<file path="config.mk">
export PLATFORM = sky130hd
export DESIGN_NAME = axi4_lite_master
export DESIGN_NICKNAME = d
export VERILOG_FILES = /design/src/rtl/axi4_lite_master.sv
export SDC_FILE = /design/constraint.sdc
export NUM_CORES = 1
export LEC_CHECK = 0
export CAP_MARGIN = 40
export CORE_MARGIN = 3
export CORE_UTILIZATION = 40
export DETAILED_ROUTE_END_ITERATION = 10
export PLACE_DENSITY_LB_ADDON = 0.15
export SYNTH_ARGS = -nofsm -noshare
export SYNTH_HDL_FRONTEND = slang
export SYNTH_SLANG_ARGS = --single-unit
</file>
<file path="constraint.sdc">
create_clock -name clk -period 1.74 [get_ports clk]
set_input_delay 0.174 -clock clk [delete_from_list [all_inputs] [get_ports clk]]
set_output_delay 0.174 -clock clk [all_outputs]
set_load 0.02 [all_outputs]
</file>
<file path="src/rtl/axi4_lite_master.sv">
// Single-outstanding AXI4-Lite master: each accepted command becomes one AXI read or write,
// and the result returns on the response port with the AXI response code and latency.
module axi4_lite_master #(
  parameter int DATA_WIDTH = 32,
  parameter int ADDR_WIDTH = 4,
  parameter int LAT_WIDTH  = 16
) (
  input  logic                    clk,
  input  logic                    resetn,
  input  logic                    cmd_valid,
  output logic                    cmd_ready,
  input  logic                    cmd_write,
  input  logic [ADDR_WIDTH-1:0]   cmd_addr,
  input  logic [DATA_WIDTH-1:0]   cmd_wdata,
  output logic                    rsp_valid,
  input  logic                    rsp_ready,
  output logic                    rsp_write,
  output logic [DATA_WIDTH-1:0]   rsp_rdata,
  output logic [1:0]              rsp_resp,
  output logic [LAT_WIDTH-1:0]    rsp_cycles,
  output logic                    awvalid,
  input  logic                    awready,
  output logic [ADDR_WIDTH-1:0]   awaddr,
  output logic [2:0]              awprot,
  output logic                    wvalid,
  input  logic                    wready,
  output logic [DATA_WIDTH-1:0]   wdata,
  output logic [DATA_WIDTH/8-1:0] wstrb,
  input  logic                    bvalid,
  output logic                    bready,
  input  logic [1:0]              bresp,
  output logic                    arvalid,
  input  logic                    arready,
  output logic [ADDR_WIDTH-1:0]   araddr,
  output logic [2:0]              arprot,
  input  logic                    rvalid,
  output logic                    rready,
  input  logic [DATA_WIDTH-1:0]   rdata,
  input  logic [1:0]              rresp
);

  typedef enum logic [2:0] {IDLE, WR, WB, RA, RD, RSP} state_t;

  state_t                  state, state_nxt;
  logic                    cmd_ready_nxt, awvalid_nxt, wvalid_nxt, bready_nxt, arvalid_nxt, rready_nxt;
  logic [ADDR_WIDTH-1:0]   awaddr_nxt, araddr_nxt;
  logic [DATA_WIDTH-1:0]   wdata_nxt, rsp_rdata_nxt;
  logic                    rsp_valid_nxt, rsp_write_nxt;
  logic [1:0]              rsp_resp_nxt;
  logic [LAT_WIDTH-1:0]    rsp_cycles_nxt, cnt, cnt_nxt, cnt_inc;

  assign awprot = 3'b000;
  assign arprot = 3'b000;
  assign wstrb  = '1;

  // cnt counts the accept cycle as 1, so the response latency is cnt_inc on the retiring edge
  assign cnt_inc = (cnt == {LAT_WIDTH{1'b1}}) ? cnt : cnt + LAT_WIDTH'(1);

  always_ff @(posedge clk or negedge resetn) begin
    if (!resetn) begin
      state      <= IDLE;
      cmd_ready  <= 1'b1;
      awvalid    <= 1'b0;
      wvalid     <= 1'b0;
      bready     <= 1'b0;
      arvalid    <= 1'b0;
      rready     <= 1'b0;
      awaddr     <= '0;
      wdata      <= '0;
      araddr     <= '0;
      rsp_valid  <= 1'b0;
      rsp_write  <= 1'b0;
      rsp_rdata  <= '0;
      rsp_resp   <= '0;
      rsp_cycles <= '0;
      cnt        <= '0;
    end else begin
      state      <= state_nxt;
      cmd_ready  <= cmd_ready_nxt;
      awvalid    <= awvalid_nxt;
      wvalid     <= wvalid_nxt;
      bready     <= bready_nxt;
      arvalid    <= arvalid_nxt;
      rready     <= rready_nxt;
      awaddr     <= awaddr_nxt;
      wdata      <= wdata_nxt;
      araddr     <= araddr_nxt;
      rsp_valid  <= rsp_valid_nxt;
      rsp_write  <= rsp_write_nxt;
      rsp_rdata  <= rsp_rdata_nxt;
      rsp_resp   <= rsp_resp_nxt;
      rsp_cycles <= rsp_cycles_nxt;
      cnt        <= cnt_nxt;
    end
  end

  always_comb begin
    state_nxt      = state;
    cmd_ready_nxt  = cmd_ready;
    awvalid_nxt    = awvalid;
    wvalid_nxt     = wvalid;
    bready_nxt     = bready;
    arvalid_nxt    = arvalid;
    rready_nxt     = rready;
    awaddr_nxt     = awaddr;
    wdata_nxt      = wdata;
    araddr_nxt     = araddr;
    rsp_valid_nxt  = rsp_valid;
    rsp_write_nxt  = rsp_write;
    rsp_rdata_nxt  = rsp_rdata;
    rsp_resp_nxt   = rsp_resp;
    rsp_cycles_nxt = rsp_cycles;
    cnt_nxt        = cnt_inc;
    case (state)
      IDLE: begin
        cnt_nxt = '0;
        if (cmd_valid && cmd_ready) begin
          cmd_ready_nxt = 1'b0;
          cnt_nxt       = LAT_WIDTH'(1);
          rsp_write_nxt = cmd_write;
          if (cmd_write) begin
            state_nxt   = WR;
            awvalid_nxt = 1'b1;
            wvalid_nxt  = 1'b1;
            awaddr_nxt  = cmd_addr;
            wdata_nxt   = cmd_wdata;
          end else begin
            state_nxt   = RA;
            arvalid_nxt = 1'b1;
            araddr_nxt  = cmd_addr;
          end
        end
      end
      // AW and W retire independently; a ready seen with its valid already low changes nothing
      WR: begin
        awvalid_nxt = awvalid && !awready;
        wvalid_nxt  = wvalid && !wready;
        if (!awvalid_nxt && !wvalid_nxt) begin
          state_nxt  = WB;
          bready_nxt = 1'b1;
        end
      end
      WB: begin
        if (bvalid) begin
          bready_nxt     = 1'b0;
          rsp_resp_nxt   = bresp;
          rsp_rdata_nxt  = '0;
          rsp_valid_nxt  = 1'b1;
          rsp_cycles_nxt = cnt_inc;
          state_nxt      = RSP;
        end
      end
      RA: begin
        if (arready) begin
          arvalid_nxt = 1'b0;
          rready_nxt  = 1'b1;
          state_nxt   = RD;
        end
      end
      RD: begin
        if (rvalid) begin
          rready_nxt     = 1'b0;
          rsp_resp_nxt   = rresp;
          rsp_rdata_nxt  = rdata;
          rsp_valid_nxt  = 1'b1;
          rsp_cycles_nxt = cnt_inc;
          state_nxt      = RSP;
        end
      end
      RSP: begin
        cnt_nxt = '0;
        if (rsp_ready) begin
          rsp_valid_nxt = 1'b0;
          cmd_ready_nxt = 1'b1;
          state_nxt     = IDLE;
        end
      end
      default: state_nxt = IDLE;
    endcase
  end

endmodule

</file>
==> summary.txt, run 1 <==
area leader, netlist = dfrtp_1
starting density of the core = 41.8%
Die Y = 116 µm
fin cells = 757
Synth warnings = 0
VDD IR max = 1.02 mV
power density cells = 1680 mW/mm²
max-cap violations = 0
total clock buffers created by CTS = 17
worst endpoint required time = 2.02 ns
share of layout cells above drive strength 1 = 18.4%
Synth area leaders = dfrtp_1, mux2_2, a22o_1
Slew HR = 61.3%
Max Clock Freq = 624 MHz
drt first pass iters = 4
largest net degree at the start of global routing = 43
initial antenna violation count = 0
H-Tree Level Count = 4
post-synthesis cell count = 400
DRC Markers = 0
die width = 116 µm
HP Class = input port to asynchronous set/reset pin
crit path from = cnt[0]
Max stage delay on crit path = 0.39 ns
clock latency at the later pin of the worst-skew pair = 0.40 ns
post-synthesis sequential area ratio = 60.1%
# port buffers = 179
Nets = 684
crit path time final = 1.60 ns
Top delay family on crit path = simple AND/OR/NAND/NOR gates
Layout fillers = 904
P&R area growth vs syn = 57.1%
RSZ-0062 raised after global routing = no
first-pass GRT wire length = 20.2 mm
critical path arrival = 1.88 ns
Root Buffer Master = clkbuf_16
GPL Wtd Cong = 0.878
crit path cell chain = ha_4, nand3_2, nor4_4, buf_6, mux2i_2, o21ai_1
Placement Setup Slack = -0.0102 ns
Lkg Pwr = 3.40 nW
Setup crit start kind = flop
final setup skew = 0.00614 ns
post-synthesis register bit count = 117
CTS max path bufs = 2
Post-Syn Area per Cell = 12.2 µm²
Synth cell types = 54
drt first-iter violations = 187
cell row count = 39
synthesized cell area = 0.00487 mm²
core area = 0.0117 mm²
Worst-Margin Slew = 0.580 ns
DP Wirelength = 8.85 mm
top cell type's share of synthesized area = 59.6%
die area = 0.0135 mm²
TritonCTS clock tree = built
vias in the first global route = 4046
outcome = finished, final reports clean
Wirelength per Cell = 16.5 µm
Worst-path clk slew = 0.05 ns
Hold Slack = 0.316 ns
most common cell after layout, fill and taps aside = clkdlybuf4s50_1
worst r2r src = cnt[0]
dpl cells = 724
Final Setup Violations = 0
Final Cycle Share = 92.1%
setup_tns = 0 ns
Via-to-Cell Ratio = 5.17
Crit Path Class = flop to flop
via count = 3917
crit end category = flop
Critical Path Slowest Stage Cell = dfrtp_1
total track usage = 19.3%
io pins = 190
total gr overflow = 0
final hold vios = 0
Crit Path Max Fanout = 9
Post-Route WL = 12.5 mm
Antenna diodes = 0
worst path buffer plus inverter count = 1
most frequent cells in the layout = clkdlybuf4s50_1, dfrtp_1, mux2_2, a22o_1, nand2_1
Clock Sinks = 117
DRT antenna net count = 0
PnR worst setup slack = 0.138 ns
Slew Viols, Final = 0
path summary, 6_finish.rpt:
kind	end	slack, ns	depth (start not counted)
min	rsp_cycles[6]	0.32	2
max in group asynchronous	cmd_ready	0.79	3
max reg2reg	rsp_cycles[1]	0.14	6
min in group clk	rsp_rdata[10]	0.37	2
min reg2reg	arvalid	0.47	2
max	rsp_cycles[1]	0.14	6
flip-flops by register name, indices dropped and copies added, names as in the netlist:
signal and count:
bready 1, arvalid 1, rsp_write 1, cmd_ready 1, rsp_resp 2, cnt 16, state 3, wvalid 1
rready 1, araddr 4, rsp_rdata 32, awvalid 1, rsp_valid 1, rsp_cycles 16, wdata 32, awaddr 4
area by class of cell:
type                       count  area, µm²  area share [%]
sequential                   117       2930            38.3
timing repair buffer         206       2060            26.9
tap                          143        179            2.34
inverter                       6       22.5           0.294
multi-input combinational    253       1800            23.5
clock inverter                 9        170            2.22
clock buffer                  23        498            6.51
cells in the mapped netlist (all sizes together):
cell type and n:
dfrtp 116, mux2 40, a22o 32, nand2 29, buf 27, o21ai 25
nor2 19, a21oi 14, nand3 9, nor3 8, a31oi 7, inv 6
mux2i 6, nand4 6, or3 6, clkbuf 5, nor4 4, and3 3
nor2b 3, a22oi 2, and4 2, conb 2, nand2b 2, nand3b 2
o221ai 2, o22ai 2, o31ai 2, or2 2, xor2 2, a211oi 1
a21o 1, a221oi 1, a41oi 1, and2 1, dfstp 1, ha 1
nor3b 1, o2111ai 1, o211ai 1, o21bai 1, o221a 1, o2bb2ai 1
o311ai 1, or4 1
worst reg2reg max path: cells and delay by family, from the launching register on:
kind,cells,cell delay (ns)
AND/OR/NAND/NOR,2,0.41
multiplexers,1,0.24
buffers and inverters,1,0.17
adder cells (fa/ha/maj),1,0.18
AO/OA/AOI/OAI,1,0.10
flip-flops,1,0.39
timing repair:
item,in CTS,in global routing
setup buffers,0,0
setup endpoints to repair,1,7
gates cloned,0,0
hold buffers,1,0
gates resized for setup,1,6
endpoints found under the hold margin,38,0
report_power, final:
| part | internal [W] | switching [W] | leakage, nW |
|---|---|---|---|
| clock network | 0.00272 | 0.00117 | 0.333 |
| logic | 0.00247 | 0.00238 | 1.52 |
| registers | 0.00360 | 0.000534 | 1.54 |
| total | 0.00880 | 0.00408 | 3.40 |
per-stage QoR:
stage / instance area, µm² / power [W] / utilization [%]
after global placement: 6950 / 0.00892 / 59.6
after global routing: 7650 / 0.0136 / 65.6
final: 7650 / 0.0129 / 65.6
after floorplan: 4900 / 0.00655 / -
after CTS: 7630 / 0.0130 / 65.4
after detailed placement: 6950 / 0.00900 / 59.6
logic make-up (layout without fill, tap and decap cells):
group,Yosys count,after routing,synth area share (%)
DFF,117,117,60.1
and+or+nand+nor,98,98,10.7
AOI/OAI and AO/OA,96,96,13.7
muxes,46,46,10.5
buffers and inverters,38,244,4.26
other,2,10,0.154
xor gates and xnor gates,2,2,0.360
adders and majority gates,1,1,0.257
metal layers:
layer  vias up  part of all wire, %  track usage [%]
met1      1912                   42             24.9
met5         -                    0                0
met3         9                  7.3             6.79
met2       146                   50             29.9
met4         0                  1.0             7.27
li1       1850                    -                -
Note: power is estimated with default switching activity, not from simulation.
==> run 2, diff against run 1 <==
CORE_UTILIZATION = 44   (was 40)
clock period = 1.5 ns   (was 1.74 ns; I/O delays follow)
==> summary.txt, run 2 (same netlist as run 1, synthesis figures left out) <==
outcome = finished, violations left (was finished, final reports clean)
failing checks = negative setup slack
total clock buffers created by CTS = 17 (unchanged)
crit end category = flop (unchanged)
RSZ-0062 raised after global routing = yes (was no)
share of layout cells above drive strength 1 = 31.5% (was 18.4%)
final setup skew = 0.00810 ns (was 0.00614 ns)
Slew Viols, Final = 0 (unchanged)
io pins = 190 (unchanged)
via count = 4172 (was 3917)
Nets = 727 (was 684)
Crit Path Max Fanout = 3 (was 9)
VDD IR max = 1.08 mV (was 1.02 mV)
drt first-iter violations = 193 (was 187)
Root Buffer Master = clkbuf_8 (was clkbuf_16)
worst endpoint required time = 1.93 ns (was 2.02 ns)
fin cells = 793 (was 757)
largest net degree at the start of global routing = 37 (was 43)
clock latency at the later pin of the worst-skew pair = 0.51 ns (was 0.40 ns)
Post-Route WL = 14.4 mm (was 12.5 mm)
Final Total Pwr = 0.0144 W (was 0.0129 W)
Crit Path Class = flop to flop (unchanged)
first-pass GRT wire length = 22.6 mm (was 20.2 mm)
PnR worst setup slack = -0.218 ns (was 0.138 ns)
DRT antenna net count = 0 (unchanged)
die width = 111 µm (was 116 µm)
FF-to-FF setup slack = -0.22 ns (was 0.14 ns)
Worst-path clk slew = 0.06 ns (was 0.05 ns)
RR Endpoint = rsp_cycles[12] (was rsp_cycles[1])
Lkg Pwr = 4.02 nW (was 3.40 nW)
DP Wirelength = 9.19 mm (was 8.85 mm)
cell row count = 37 (was 39)
most frequent cells in the layout = dfrtp_1, dlygate4sd2_1, clkdlybuf4s50_1, buf_4, mux2_2 (was clkdlybuf4s50_1, dfrtp_1, mux2_2, a22o_1, nand2_1)
DRC Markers = 0 (unchanged)
Setup crit start kind = flop (unchanged)
CTS max path bufs = 2 (unchanged)
Clock Sinks = 117 (unchanged)
# port buffers = 179 (unchanged)
power density cells = 1770 mW/mm² (was 1680 mW/mm²)
Die Y = 111 µm (was 116 µm)
starting density of the core = 46.2% (was 41.8%)
Wirelength per Cell = 18.2 µm (was 16.5 µm)
H-Tree Level Count = 4 (unchanged)
die area = 0.0124 mm² (was 0.0135 mm²)
Layout fillers = 702 (was 904)
max-cap violations = 0 (unchanged)
Placement Setup Slack = -0.194 ns (was -0.0102 ns)
P&R area growth vs syn = 67.0% (was 57.1%)
crit path time final = 1.72 ns (was 1.60 ns)
vias in the first global route = 4407 (was 4046)
Final Cycle Share = 115% (was 92.1%)
GPL Wtd Cong = 0.914 (was 0.878)
final hold vios = 0 (unchanged)
total gr overflow = 0 (unchanged)
Antenna diodes = 0 (unchanged)
total track usage = 22.7% (was 19.3%)
Via-to-Cell Ratio = 5.26 (was 5.17)
critical path arrival = 2.15 ns (was 1.88 ns)
reg2reg path depth = 6 (unchanged)
Max Clock Freq = 582 MHz (was 624 MHz)
top flop regs = rsp_rdata: 32 flops, wdata: 32 flops (unchanged)
setup_tns = -1.94 ns (was 0 ns)
core area = 0.0106 mm² (was 0.0117 mm²)
initial antenna violation count = 0 (unchanged)
Hold Slack = 0.0978 ns (was 0.316 ns)
drt first pass iters = 4 (unchanged)
TritonCTS clock tree = built (unchanged)
dpl cells = 739 (was 724)
most common cell after layout, fill and taps aside = dfrtp_1 (was clkdlybuf4s50_1)
HP Class = input port to asynchronous set/reset pin (unchanged)
worst r2r src = cnt[11] (was cnt[0])
Final Setup Violations = 25 (was 0)
run 2: report_power, final:
group	switching [W]	internal, W	total [W]
sequential	0.000622	0.00418	0.00480
combinational	0.00298	0.00249	0.00546
clock	0.00143	0.00274	0.00417
run 2: area by class of cell:
type	instances	area (µm²)	share of cell area, %
Tap cell	136	170	2.09
Multi-Input combinational cell	253	2090	25.7
Timing Repair Buffer	249	2300	28.3
Clock buffer	20	435	5.35
Sequential cell	117	2940	36.1
Clock inverter	12	178	2.18
Inverter	6	22.5	0.277
run 2: critical path, cell delays in order, from the launching register on:
cell and delay [ns]:
dfrtp_1 0.35, nand4_1 0.16, buf_4 0.19, buf_6 0.11, or4_1 0.50, and3_4 0.19
o21ai_2 0.13
run 2: worst max-delay path by stage:
stage	from	to	slack (ns)	depth (start not counted)
floorplan	cnt[0]	rsp_cycles[12]	-0.03	5
global placement	cmd_valid	araddr[3]	-0.14	6
detailed placement	cmd_valid	araddr[0]	-0.19	6
CTS	cnt[0]	rsp_cycles[1]	-0.16	6
global route	cnt[11]	rsp_cycles[12]	-0.29	6
finish	cnt[11]	rsp_cycles[12]	-0.22	6
run 2: stage by stage:
| stage | utilization (%) | area [µm²] |
|---|---|---|
| after floorplan | - | 4980 |
| after global placement | 67.7 | 7150 |
| after detailed placement | 67.7 | 7150 |
| after CTS | 74.0 | 7810 |
| after global routing | 77.1 | 8140 |
| final | 77.1 | 8140 |
run 2: layer usage:
layer | share of wire (%) | track usage, %
met5 | 0 | 0
met4 | 1.2 | 8.19
met3 | 6.4 | 5.68
met2 | 53 | 39.4
met1 | 39 | 27.3
run 2: timing repair:
action | CTS | global route
hold buffers | 1 | 0
gates resized for setup | 130 | 54
setup buffers | 10 | 13
setup endpoints to repair | 130 | 94
endpoints found under the hold margin | 116 | 0
pin swaps | 23 | 26
